==> config.mk <==
export PLATFORM = sky130hd
export DESIGN_NAME = mac_unit
export DESIGN_NICKNAME = d
export VERILOG_FILES = /design/src/rtl/mac_unit.sv
export SDC_FILE = /design/constraint.sdc
export NUM_CORES = 1
export LEC_CHECK = 0
export ABC_CLOCK_PERIOD_IN_PS = 11500
export CORE_MARGIN = 2
export CORE_UTILIZATION = 45
export DETAILED_ROUTE_END_ITERATION = 8
export GPL_ROUTABILITY_DRIVEN = 0
export PLACE_DENSITY_LB_ADDON = 0.08
export RECOVER_POWER = 25
export SLEW_MARGIN = 20
export SYNTH_ARGS = -nofsm -noshare
export SYNTH_HDL_FRONTEND = slang
export SYNTH_SLANG_ARGS = --single-unit
==> constraint.sdc <==
create_clock -name clk -period 11.5 [get_ports clk]
set_input_delay 1.725 -clock clk [delete_from_list [all_inputs] [get_ports clk]]
set_output_delay 1.725 -clock clk [all_outputs]
set_load 0.01 [all_outputs]
==> src/rtl/mac_unit.sv <==
// mac_unit: sequential signed multiply-accumulate core.
// Each accepted start multiplies two OPSIZE-bit two's-complement operands.
// The multiplier is an iterative shift-add unit that does one step per clock.
// The full 2*OPSIZE-bit product is then added into a wrapping accumulator.
//
//   state  | meaning
//   -------+-------------------------------------------------------------
//   S_IDLE | ready high; a start on the next edge latches a/b
//   S_MUL  | OPSIZE shift-add steps, one per edge; out is held
//   S_ACC  | single edge: out <= out + product, ready returns high
module mac_unit #(
    parameter int OPSIZE = 16
) (
    input  logic                  clk,
    input  logic                  reset,
    input  logic                  start,
    input  logic [OPSIZE-1:0]     a,
    input  logic [OPSIZE-1:0]     b,
    output logic [2*OPSIZE-1:0]   out,
    output logic                  ready
);

    localparam int W  = 2 * OPSIZE;
    localparam int CW = $clog2(OPSIZE + 1);
    localparam logic [CW-1:0] STEP_LAST = CW'(OPSIZE - 1);

    typedef enum logic [1:0] {
        S_IDLE = 2'd0,
        S_MUL  = 2'd1,
        S_ACC  = 2'd2
    } state_t;

    state_t            r_state;
    logic [W-1:0]      r_mcand;     // sign-extended multiplicand, shifted left each step
    logic [OPSIZE-1:0] r_mplier;    // multiplier, shifted right each step
    logic [W-1:0]      r_partial;
    logic [CW-1:0]     r_step;
    logic [W-1:0]      r_acc;
    logic              r_ready;

    logic              w_last;
    logic [W-1:0]      w_addend;
    logic [W-1:0]      w_partial_next;

    // The multiplier's top bit carries weight -2^(OPSIZE-1) in two's complement.
    // On the final step the shifted multiplicand is therefore subtracted.
    // This keeps the product exact, including for the most-negative squared.
    always_comb begin
        w_last         = (r_step == STEP_LAST);
        w_addend       = w_last ? (~r_mcand + 1'b1) : r_mcand;
        w_partial_next = r_mplier[0] ? (r_partial + w_addend) : r_partial;
    end

    // Control FSM and datapath registers; reset aborts any operation in flight.
    always_ff @(posedge clk or posedge reset) begin
        if (reset) begin
            r_state   <= S_IDLE;
            r_mcand   <= '0;
            r_mplier  <= '0;
            r_partial <= '0;
            r_step    <= '0;
            r_acc     <= '0;
            r_ready   <= 1'b1;
        end else begin
            case (r_state)
                S_IDLE: begin
                    if (start) begin
                        r_mcand   <= {{OPSIZE{a[OPSIZE-1]}}, a};
                        r_mplier  <= b;
                        r_partial <= '0;
                        r_step    <= '0;
                        r_ready   <= 1'b0;
                        r_state   <= S_MUL;
                    end
                end
                S_MUL: begin
                    r_partial <= w_partial_next;
                    r_mcand   <= r_mcand << 1;
                    r_mplier  <= r_mplier >> 1;
                    r_step    <= r_step + 1'b1;
                    if (w_last) begin
                        r_state <= S_ACC;
                    end
                end
                S_ACC: begin
                    r_acc   <= r_acc + r_partial;
                    r_ready <= 1'b1;
                    r_state <= S_IDLE;
                end
                default: begin
                    r_ready <= 1'b1;
                    r_state <= S_IDLE;
                end
            endcase
        end
    end

    assign out   = r_acc;
    assign ready = r_ready;

endmodule

==> run summary <==
status: complete, but fails checks
failing checks: max-capacitance violations, max-slew violations
Yosys reg bits: 120
Post-DP Area: 9220 um^2
H-tree depth: 4
unrepaired setup endpoints after global routing: false
CP endpoint kind: flop
CP Class: reg -> reg
peak supply drop: 0.137 mV
max-slew violation count: 120
initial antenna violation count: 0
Worst-Margin Slew: 2560 ps
Synth Flop Type: dfrtp_1
Critical Path Fanout Max: 7
synth warn: 0
Slew Limit Headroom: -71.7%
Worst Setup Slack, final: 6890 ps
Horiz. Die Dim: 141 um
area of the multi-input gates: 5110 um^2
TritonCTS Buffers: 17
Vias: 7063
final core utilization: 54.4%
Finished Cell Area: 9870 um^2
pre-CTS WS: 6930 ps
Post-Syn Area: 8390 um^2
# setup viols final: 0
share of flip-flops with an asynchronous set or reset: 100%
DP Cell Count: 1252
clk buf depth: 2
Clock transition at path regs: 60 ps
Post-Synthesis Cells: 997
Max Freq: 0.217 GHz
CTS tree: built
final-report hold violation count: 0
CP Launch Type: flop
grt ovf: 0
core area: 18100 um^2
Starting Density: 46.2%
Tot GR Track Use: 19.7%
Final nets: 1150
Synth Net Count: 1105
postcts setup bufs: 0
DR WL/cell: 14.4 um
Synth cell types: 57
drt initial violations: 295
Root Driver: clkbuf_16
DRT Pass-1 Iters: 5
synthesized area per cell: 8.42 um^2
Cell Pwr Density: 324 nW/um^2
CP required: 11760 ps
row cnt: 49
worst min path class: reg -> reg
layout cells sized above 1: 4.74%
Period Utilization, post-route: 40.1%
reg2reg setup slack: 6890 ps
# hold bufs at CTS: 0
Clock Latency Late Sink: 420 ps
area taken by flip-flops and latches: 3000 um^2
Power, Total: 3.20 mW
Worst Hold Slack: 476 ps
post-route ant nets: 0
Seq/Total Area, Yosys: 35.8%
# DRC: 0
post-CTS resize count: 0
global-route wire length before repair: 31900 um
Area growth, synth to finish: 17.6%
number of global-route vias before repair: 6412
Fill cells: 1716
IO Pins: 68
port bufs: 67
diodes inserted: 0
Die Height: 141 um
drt total wl: 18500 um
full die area: 19800 um^2
EDFF count, synth: 0
TNS Setup: 0 ps
clk sinks: 120
Critical Path AT: 4870 ps
final cell count without fillers: 1284
Clock Skews: 9.47 ps
Max Cap Viol: 2
dpl hpwl: 13800 um
leakage: 4.34 nW
Final min period: 4610 ps
vias per cell: 5.50
pin count of the biggest net entering global routing: 65
## synth_stat cells (5+ instances only)
cell	instances	share of area [%]
a21o_1	29	2.6
o21ai_0	122	7.3
dfrtp_1	119	35
nor3_1	6	0.36
inv_1	27	1.2
o31ai_1	9	0.81
nand2_1	180	8.1
xor2_1	28	2.9
ha_1	71	11
a21oi_1	79	4.7
nand4_1	8	0.60
nand2b_1	8	0.60
clkbuf_1	44	2.0
nor2b_1	9	0.67
nand3_1	13	0.78
or3_1	6	0.45
a22o_1	6	0.63
nor2_1	53	2.4
and3_1	5	0.37
a31oi_1	33	2.5
xnor2_1	60	6.3
o211ai_1	9	0.81
## path summary, 6_finish.rpt
| check | startpoint | end | depth (start not counted) |
|---|---|---|---|
| worst max-delay path | r_mcand[4] | r_partial[28] | 16 |
| worst min-delay path | out[31] | out[31] | 1 |
| worst max register to register | r_mcand[4] | r_partial[28] | 16 |
| worst min register to register | out[31] | out[31] | 1 |
| max in group asynchronous | reset | out[10] | 3 |
| min in group asynchronous | reset | r_mplier[13] | 2 |
## registers in the layout (all words and copies together), names as in the netlist
name,cells
r_mcand,32
r_step,5
out,32
r_mplier,16
r_state,2
r_partial,32
ready,1
## power breakdown
part	internal, mW	total [mW]	switching, mW
sequential	0.594	0.785	0.191
combinational	0.809	1.83	1.02
clock	0.401	0.590	0.189
total	1.80	3.20	1.40
## cells by family after synthesis
kind of cell               after synthesis  share of synthesized area [%]
xor gates and xnor gates                88                           9.19
adders and majority gates               73                           11.1
muxes                                    3                          0.403
and+or+nand+nor                        311                           16.6
buffers and inverters                   74                           3.40
DFF                                    120                           35.8
AOI/OAI and AO/OA                      328                           23.6
## layout make-up
| cell class | count | share of cell area, % |
|---|---|---|
| multi-input combinational | 803 | 51.8 |
| sequential | 120 | 30.4 |
| timing repair buffer | 73 | 7.21 |
| clock buffer | 24 | 4.88 |
| tap | 229 | 2.90 |
| clock inverter | 8 | 1.70 |
| inverter | 27 | 1.04 |
## metal layers
layer	vias to the layer above	wire length, um	share of wire (%)	track usage [%]
met4	0	291	1.6	6.42
met1	3242	9990	54	30.3
met3	26	615	3.3	3.21
met5	-	0	0	0
li1	3659	-	-	-
met2	136	7650	41	28.0
## placed cells by master, fill, tap and decap left out, types with 4 or more instances in the layout
cell | netlist | final
nand2_1 | 180 | 180
o21ai_0 | 122 | 122
dfrtp_1 | 119 | 119
a21oi_1 | 79 | 79
ha_1 | 71 | 71
clkdlybuf4s50_1 | 0 | 65
xnor2_1 | 60 | 60
nor2_1 | 53 | 52
a31oi_1 | 33 | 33
a21o_1 | 29 | 29
xor2_1 | 28 | 28
inv_1 | 27 | 26
clkbuf_16 | 0 | 17
nand3_1 | 13 | 13
o211ai_1 | 9 | 9
o31ai_1 | 9 | 9
nand4_1 | 8 | 8
nor2b_1 | 9 | 7
nand2b_1 | 8 | 6
nor3_1 | 6 | 6
or3_1 | 6 | 6
a22o_1 | 6 | 6
and3_1 | 5 | 5
clkbuf_1 | 44 | 5
bufinv_16 | 0 | 5
buf_4 | 0 | 5
a211oi_1 | 4 | 4
and2_1 | 4 | 4
o21a_1 | 4 | 4
a32o_1 | 4 | 4
or4_1 | 4 | 4
o41ai_1 | 4 | 4
## worst max-delay path: stages, from the launching register on
cell     delay [ps]
dfrtp_1         430
nor4_2          430
nand3_1         220
or4_1           560
or4_1           550
o41ai_1         360
xnor2_1         180
ha_1            330
nand2_1         140
o21ai_0         130
a21o_1          200
a21o_1          160
a21o_1          170
a21o_1          170
a41oi_1         190
xor2_1          160
o21ai_0          90
No activity file was read; power rests on OpenSTA's default activity.
